`src/rtl/frame_reader_pkg.sv`:
```
// Shared types and constants for the frame buffer fill/read blocks.
// Optional prefetch in frame_reader is enabled with FRAME_READER_PREFETCH_EN.
package frame_reader_pkg;

  localparam int PIX_BITS       = 24;
  localparam int PIX_PER_ACCESS = 64;
  localparam int SLOT_BITS      = $clog2(PIX_PER_ACCESS);
  localparam int ACCESS_BITS    = PIX_PER_ACCESS * PIX_BITS;

  typedef logic [PIX_BITS-1:0] pixel_t;
  typedef logic [11:0]         coord_t;

  typedef enum logic [2:0] {
    IDLE,
    REQ,
    WAIT,
    STREAM,
    DONE
  } state_t;

endpackage

```
`src/rtl/frame_reader_pixel_unpacker.sv`:
```
// Holds one or two SRAM access buffers and streams their pixels out with valid/ready.
// Buffers are filled and drained in ping-pong order; NBUF=2 is used when FRAME_READER_PREFETCH_EN is set.
module frame_reader_pixel_unpacker
  import frame_reader_pkg::*;
#(
  parameter int NBUF = 1
) (
  input  logic                   clk,
  input  logic                   n_rst,
  input  logic                   load,
  input  logic [ACCESS_BITS-1:0] load_data,
  input  logic                   pix_ready,
  output logic                   pix_valid,
  output pixel_t                 pix_data,
  output logic                   fire,
  output logic                   last_slot,
  output logic                   slot_zero,
  output logic                   free
);

  logic [NBUF-1:0]                full_reg;
  logic [NBUF-1:0]                full_next;
  logic [SLOT_BITS-1:0]           slot_reg;
  logic                           rd_sel_reg;
  logic                           wr_sel_reg;
  logic [NBUF-1:0]                rd_hit;
  logic [NBUF-1:0]                wr_hit;
  logic [NBUF-1:0][PIX_BITS-1:0]  word;

  genvar gi;
  generate
    for (gi = 0; gi < NBUF; gi++) begin : g_buf
      logic [ACCESS_BITS-1:0] buf_reg;

      assign rd_hit[gi] = (rd_sel_reg == 1'(gi));
      assign wr_hit[gi] = (wr_sel_reg == 1'(gi));
      // Word 0 of an access sits in the least significant pixel slot.
      assign word[gi]   = buf_reg[slot_reg*PIX_BITS +: PIX_BITS];

      always_ff @(posedge clk or negedge n_rst) begin
        if (!n_rst) begin
          buf_reg <= '0;
        end else if (load && wr_hit[gi]) begin
          buf_reg <= load_data;
        end
      end
    end
  endgenerate

  always_comb begin
    pix_valid = |(full_reg & rd_hit);
    pix_data  = '0;
    for (int i = 0; i < NBUF; i++) begin
      if (rd_hit[i] && full_reg[i]) pix_data = word[i];
    end
  end

  assign fire      = pix_valid && pix_ready;
  assign last_slot = (slot_reg == SLOT_BITS'(PIX_PER_ACCESS - 1));
  assign slot_zero = (slot_reg == '0);
  assign free      = |(~full_reg & wr_hit);

  always_comb begin
    full_next = full_reg;
    if (fire && last_slot) full_next = full_next & ~rd_hit;
    if (load)              full_next = full_next | wr_hit;
  end

  always_ff @(posedge clk or negedge n_rst) begin
    if (!n_rst) begin
      full_reg   <= '0;
      slot_reg   <= '0;
      rd_sel_reg <= 1'b0;
      wr_sel_reg <= 1'b0;
    end else begin
      full_reg <= full_next;
      if (load) wr_sel_reg <= (NBUF > 1) ? ~wr_sel_reg : 1'b0;
      if (fire) begin
        // Slot counter wraps to 0 naturally after the last pixel of an access.
        slot_reg <= slot_reg + SLOT_BITS'(1);
        if (last_slot) rd_sel_reg <= (NBUF > 1) ? ~rd_sel_reg : 1'b0;
      end
    end
  end

endmodule

```
`src/rtl/frame_reader.sv`:
```
// Streams one frame-buffer layer out of SRAM in raster order as a valid/ready pixel stream.
// Define FRAME_READER_PREFETCH_EN to double-buffer accesses for a bubble-free stream.
module frame_reader
  import frame_reader_pkg::*;
#(
  parameter int ADDR_BITS   = 30,
  parameter int FRAME_W     = 640,
  parameter int FRAME_H     = 480,
  parameter int LAYER1_BASE = 307200
) (
  input  logic                   clk,
  input  logic                   n_rst,
  input  logic                   start,
  input  logic                   layer_num,
  output logic                   busy,
  output logic                   done,
  output logic                   sram_read_en,
  output logic [ADDR_BITS-1:0]   sram_address,
  input  logic [ACCESS_BITS-1:0] sram_read_data,
  output logic                   pix_valid,
  input  logic                   pix_ready,
  output pixel_t                 pix_data,
  output coord_t                 pix_x,
  output coord_t                 pix_y
);

  localparam int TOTAL_ACC = FRAME_W * FRAME_H / PIX_PER_ACCESS;
  localparam int ACC_BITS  = $clog2(TOTAL_ACC + 1);

`ifdef FRAME_READER_PREFETCH_EN
  localparam int NBUF     = 2;
  localparam bit PREFETCH = 1'b1;
`else
  localparam int NBUF     = 1;
  localparam bit PREFETCH = 1'b0;
`endif

  state_t               state_reg;
  state_t               state_next;
  logic [ADDR_BITS-1:0] ptr_reg;
  coord_t               x_reg;
  coord_t               y_reg;
  logic [ACC_BITS-1:0]  acc_reg;

  logic fire;
  logic last_slot;
  logic slot_zero;
  logic free;
  logic frame_last;
  logic more_acc;

  frame_reader_pixel_unpacker #(
    .NBUF(NBUF)
  ) u_pixel_unpacker (
    .clk       (clk),
    .n_rst     (n_rst),
    .load      (state_reg == WAIT),
    .load_data (sram_read_data),
    .pix_ready (pix_ready),
    .pix_valid (pix_valid),
    .pix_data  (pix_data),
    .fire      (fire),
    .last_slot (last_slot),
    .slot_zero (slot_zero),
    .free      (free)
  );

  assign frame_last = fire && (x_reg == coord_t'(FRAME_W - 1)) && (y_reg == coord_t'(FRAME_H - 1));
  assign more_acc   = (acc_reg < ACC_BITS'(TOTAL_ACC));

  always_comb begin
    state_next = state_reg;
    case (state_reg)
      IDLE:   if (start) state_next = REQ;
      REQ:    state_next = WAIT;
      WAIT:   state_next = STREAM;
      STREAM: begin
        if (frame_last) begin
          state_next = DONE;
        end else if (PREFETCH) begin
          // Fetch the next access once the current one has started draining.
          if (more_acc && free && pix_valid && !slot_zero) state_next = REQ;
        end else if (fire && last_slot) begin
          state_next = REQ;
        end
      end
      DONE:    state_next = IDLE;
      default: state_next = IDLE;
    endcase
  end

  always_ff @(posedge clk or negedge n_rst) begin
    if (!n_rst) begin
      state_reg <= IDLE;
      ptr_reg   <= '0;
      x_reg     <= '0;
      y_reg     <= '0;
      acc_reg   <= '0;
    end else begin
      state_reg <= state_next;
      if (state_reg == IDLE && start) begin
        ptr_reg <= layer_num ? ADDR_BITS'(LAYER1_BASE) : '0;
        x_reg   <= '0;
        y_reg   <= '0;
        acc_reg <= '0;
      end
      if (state_reg == REQ)  acc_reg <= acc_reg + ACC_BITS'(1);
      if (state_reg == WAIT) ptr_reg <= ptr_reg + ADDR_BITS'(PIX_PER_ACCESS);
      if (fire) begin
        if (x_reg == coord_t'(FRAME_W - 1)) begin
          x_reg <= '0;
          y_reg <= y_reg + coord_t'(1);
        end else begin
          x_reg <= x_reg + coord_t'(1);
        end
      end
    end
  end

  assign busy         = (state_reg == REQ) || (state_reg == WAIT) || (state_reg == STREAM);
  assign done         = (state_reg == DONE);
  assign sram_read_en = (state_reg == REQ);
  assign sram_address = ptr_reg;
  assign pix_x        = x_reg;
  assign pix_y        = y_reg;

endmodule

```
`config.mk`:
```
export PLATFORM = sky130hd
export DESIGN_NAME = frame_reader
export DESIGN_NICKNAME = d
export VERILOG_FILES = /design/src/rtl/frame_reader_pkg.sv /design/src/rtl/frame_reader_pixel_unpacker.sv /design/src/rtl/frame_reader.sv
export SDC_FILE = /design/constraint.sdc
export NUM_CORES = 2
export LEC_CHECK = 0
export ABC_CLOCK_PERIOD_IN_PS = 2600
export CAP_MARGIN = 20
export CORE_AREA = 4 4 636 638
export DETAILED_ROUTE_END_ITERATION = 10
export DIE_AREA = 0 0 640 642
export SLEW_MARGIN = 20
export SYNTH_ARGS = -nofsm -noshare
export SYNTH_HDL_FRONTEND = slang
export SYNTH_SLANG_ARGS = --single-unit
```
`constraint.sdc`:
```
create_clock -name clk -period 2.6 [get_ports clk]
set_input_delay 0.39 -clock clk [delete_from_list [all_inputs] [get_ports clk]]
set_output_delay 0.39 -clock clk [all_outputs]
set_load 0.1 [all_outputs]
```
==> metrics.txt <==
CTS Buf Count 186; multi-input logic area 0.0319 sq mm; Hold Slack 0.0897 ns; clk buf depth 4; measured slew at the worst slew-check pin 0.818 ns; max-cap viol count 0; clk slew on worst S/H paths 0.06 ns; Clk Latency, worst-skew pair 0.92 ns; CP Buf/Inv Count 5; Max VDD drop 651 uV; DIE WIDTH 640 microns; Core ar. 0.399 sq mm; CTS root buffer clkbuf_16; FP Rows 232; final hold vios 0; Net Sw Power 41.9 mW; # DRC 0; synthesized area 0.0726 sq mm; WS Path Type reg -> out; P_leak 52.2 nW; most common library cells after synthesis 4,669 x nand2_1, 1,594 x dfrtp_1, 340 x mux4_2; Seq pwr share 27.3%; Post-DP HPWL 341,000 microns; first-pass GRT wire length 568,000 microns; PortBufs 1,616; Critical Path, Cell by Cell buf_16, buf_16, buf_16, buf_4, mux4_2, o211ai_1, o211ai_1, a32o_2, buf_12; share of the synthesized area in the top cell type 54.9%; CTS tree done; fmax 239 MHz; Worst Path Max Fanout 6; number of distinct library cells after synthesis 71; power share of the combinational group 47.3%; FF+latch area 0.0399 sq mm; fin worst setup slack -1.58 ns; syn_area_per_cell 9.29 sq um; RSZ-0062 raised after global routing yes; Required @ worst endpoint 2.21 ns; clock group share of total power 25.4%; crit path capture type output pin; ratio of cells with drive above 1 in the final layout 15.0%; GRT Overall Usage 19.8%; Die H 642 microns; Routed WL 421,000 microns; critical path startpoint category flop; #FFs+latches synth 1,594; Clock Sinks 1,594; post-synth top area cell dfrtp_1; Routed WL per cell 26.5 microns; fin util 28.8%; failing checks setup timing; top post-synthesis cells by area dfrtp_1 55%, nand2_1 24%, mux4_2 11%, mux2i_1 2.4%, clkbuf_1 1.4%; Initial Util 18.2%; Tcrit/Tclk final 161%; I/O pins 1,623; slowest CP cell mux4_2; delay-heaviest family, CP compound AO/OA/AOI/OAI gates; die area 0.411 sq mm; P_int 66.1 mW; most numerous cell in the Yosys netlist nand2_1; switching share of total power 38.8%; Synth Flop Type dfrtp_1; vias in the first global route 70,583; PwrDens 941 mW/mm^2; relative slew slack 43.9%; cells after synthesis 7,819; initial antenna violation count 215; Clock Skew 0.0928 ns; largest net degree at the start of global routing 126; Tmin final 4.18 ns; CP peak stage delay 0.51 ns; synthesis-to-finish area growth 58.2%; synthesis warning total 0; Post-synth EDFFs 0; Largest register FFs 1,536; Nets 11,926; setup violators final 24; Filler Cells Inserted 41,582; WP data arrival 3.79 ns; 1st-iter DRT viols 6,372; outcome finished, violations left; GPL Wtd Cong 0.915; Seq/Total Area, Yosys 54.9%; detailed-route vias per instance 4.33; DR pass1 iterations 6; Antenna Nets Post-Route 0; CTS H-tree depth 4; Pins Over Slew Limit 0; vias 68,961; async set-reset flop share out of synthesis 100%; HP Class in -> reg; grt total ovfl 0; most frequent CP cell buf_16
-- through the flow --
| step | setup WS (ns) | cells | TNS (ns) | total power [mW] | cell area, sq um |
|---|---|---|---|---|---|
| after floorplan | -0.142 | 7824 | -0.363 | 49.5 | 72900 |
| after global placement | -1.57 | 14762 | -22.68 | 76.3 | 99800 |
| after detailed placement | -1.56 | 14762 | -22.35 | 76.4 | 99800 |
| after CTS | -1.83 | 15789 | -40.08 | 109 | 114000 |
| after global routing | -1.76 | 15853 | -39.56 | 112 | 115000 |
| final | -1.58 | 15908 | -35.52 | 108 | 115000 |
-- final timing paths --
| path | startpoint | endpoint | slack (ns) | cells past startpoint |
|---|---|---|---|---|
| setup / recovery | u_pixel_unpacker.slot_reg[0] | pix_data[7] | -1.58 | 9 |
| hold / removal | sram_read_data[561] | u_pixel_unpacker.g_buf[0].buf_reg[561] | 0.09 | 3 |
| setup reg to reg | pix_y[0] | state_reg[1] | 0.37 | 6 |
| hold reg to reg | u_pixel_unpacker.g_buf[0].buf_reg[1303] | u_pixel_unpacker.g_buf[0].buf_reg[1303] | 0.47 | 2 |
| max in group asynchronous | n_rst | u_pixel_unpacker.g_buf[0].buf_reg[1179] | 1.31 | 4 |
| min in group asynchronous | n_rst | u_pixel_unpacker.g_buf[0].buf_reg[1285] | 0.19 | 2 |
-- cell type report --
| type | instances | area share (%) |
|---|---|---|
| tap | 5265 | 5.73 |
| inverter | 7 | 0.0229 |
| clock inverter | 68 | 0.723 |
| clock buffer | 268 | 4.78 |
| timing repair buffer | 2876 | 26.0 |
| antenna | 114 | 0.248 |
| multi-input combinational | 5716 | 27.7 |
| sequential | 1594 | 34.7 |
-- what timing repair did --
| action | in CTS | in global routing |
|---|---|---|
| gates cloned | 8 | 0 |
| buffers inserted | 68 | 14 |
| gates resized for setup | 244 | 48 |
| hold buffers | 622 | 0 |
| hold endpoints to repair | 1514 | 0 |
| setup endpoints to repair | 24 | 24 |
| pin swaps | 48 | 37 |
-- logic make-up (layout without fill, tap and decap cells) --
family	count (synthesis)	after routing	share of synthesized area, %
adders and majority gates	4	4	0.0689
and+or+nand+nor	4852	4852	25.5
buffers and inverters	514	3219	3.26
AOI/OAI and AO/OA	324	324	3.08
xor gates and xnor gates	8	8	0.0965
muxes	522	522	13.1
DFF	1594	1594	54.9
other	1	120	0.00516
-- power by group through the flow --
stage	Combinational (mW)	Clock, mW	Sequential [mW]
floorplan	20.3	0	29.2
global placement	46.5	0	29.8
detailed placement	46.6	0	29.8
CTS	52.1	28.0	29.4
global route	53.8	28.9	29.7
finish	51.2	27.4	29.5
-- cells in the final DEF, fill, tap and decap left out, drive strengths merged, types with 7 or more instances in the layout --
master         count
diode            114
a22o              17
dlygate4sd3      622
a22oi             20
o21ai             74
o211ai            21
nor2b              7
o221ai             8
a221oi            19
a21oi             30
xnor2              7
nand3             34
mux2               9
nor3              19
o21bai            19
nand2           4670
buf              712
clkbuf           269
and2               8
mux2i            173
or3                9
nor4               8
mux4             340
clkinv            41
a211oi            15
nor2              62
o22ai             43
a32o              13
clkdlybuf4s50   1539
bufinv            12
nand4              9
dfrtp           1594
inv               16
-- metal layers --
layer  part of all wire, %  vias up  routed length (microns)  GRT usage (%)
li1                      -    30521                        -              -
met5                  0.13        -                      568              0
met2                    48     3038                   204000           33.2
met3                   7.6      827                    32100           4.55
met1                    38    34487                   160000           23.4
met4                   5.9       88                    24900           10.5
-- worst min-delay path, delay by kind of cell --
| kind | cells | cell delay (ns) |
|---|---|---|
| simple gates | 2 | 0.11 |
| buf+inv | 1 | 0.40 |
(Power assumes the default switching activity.)
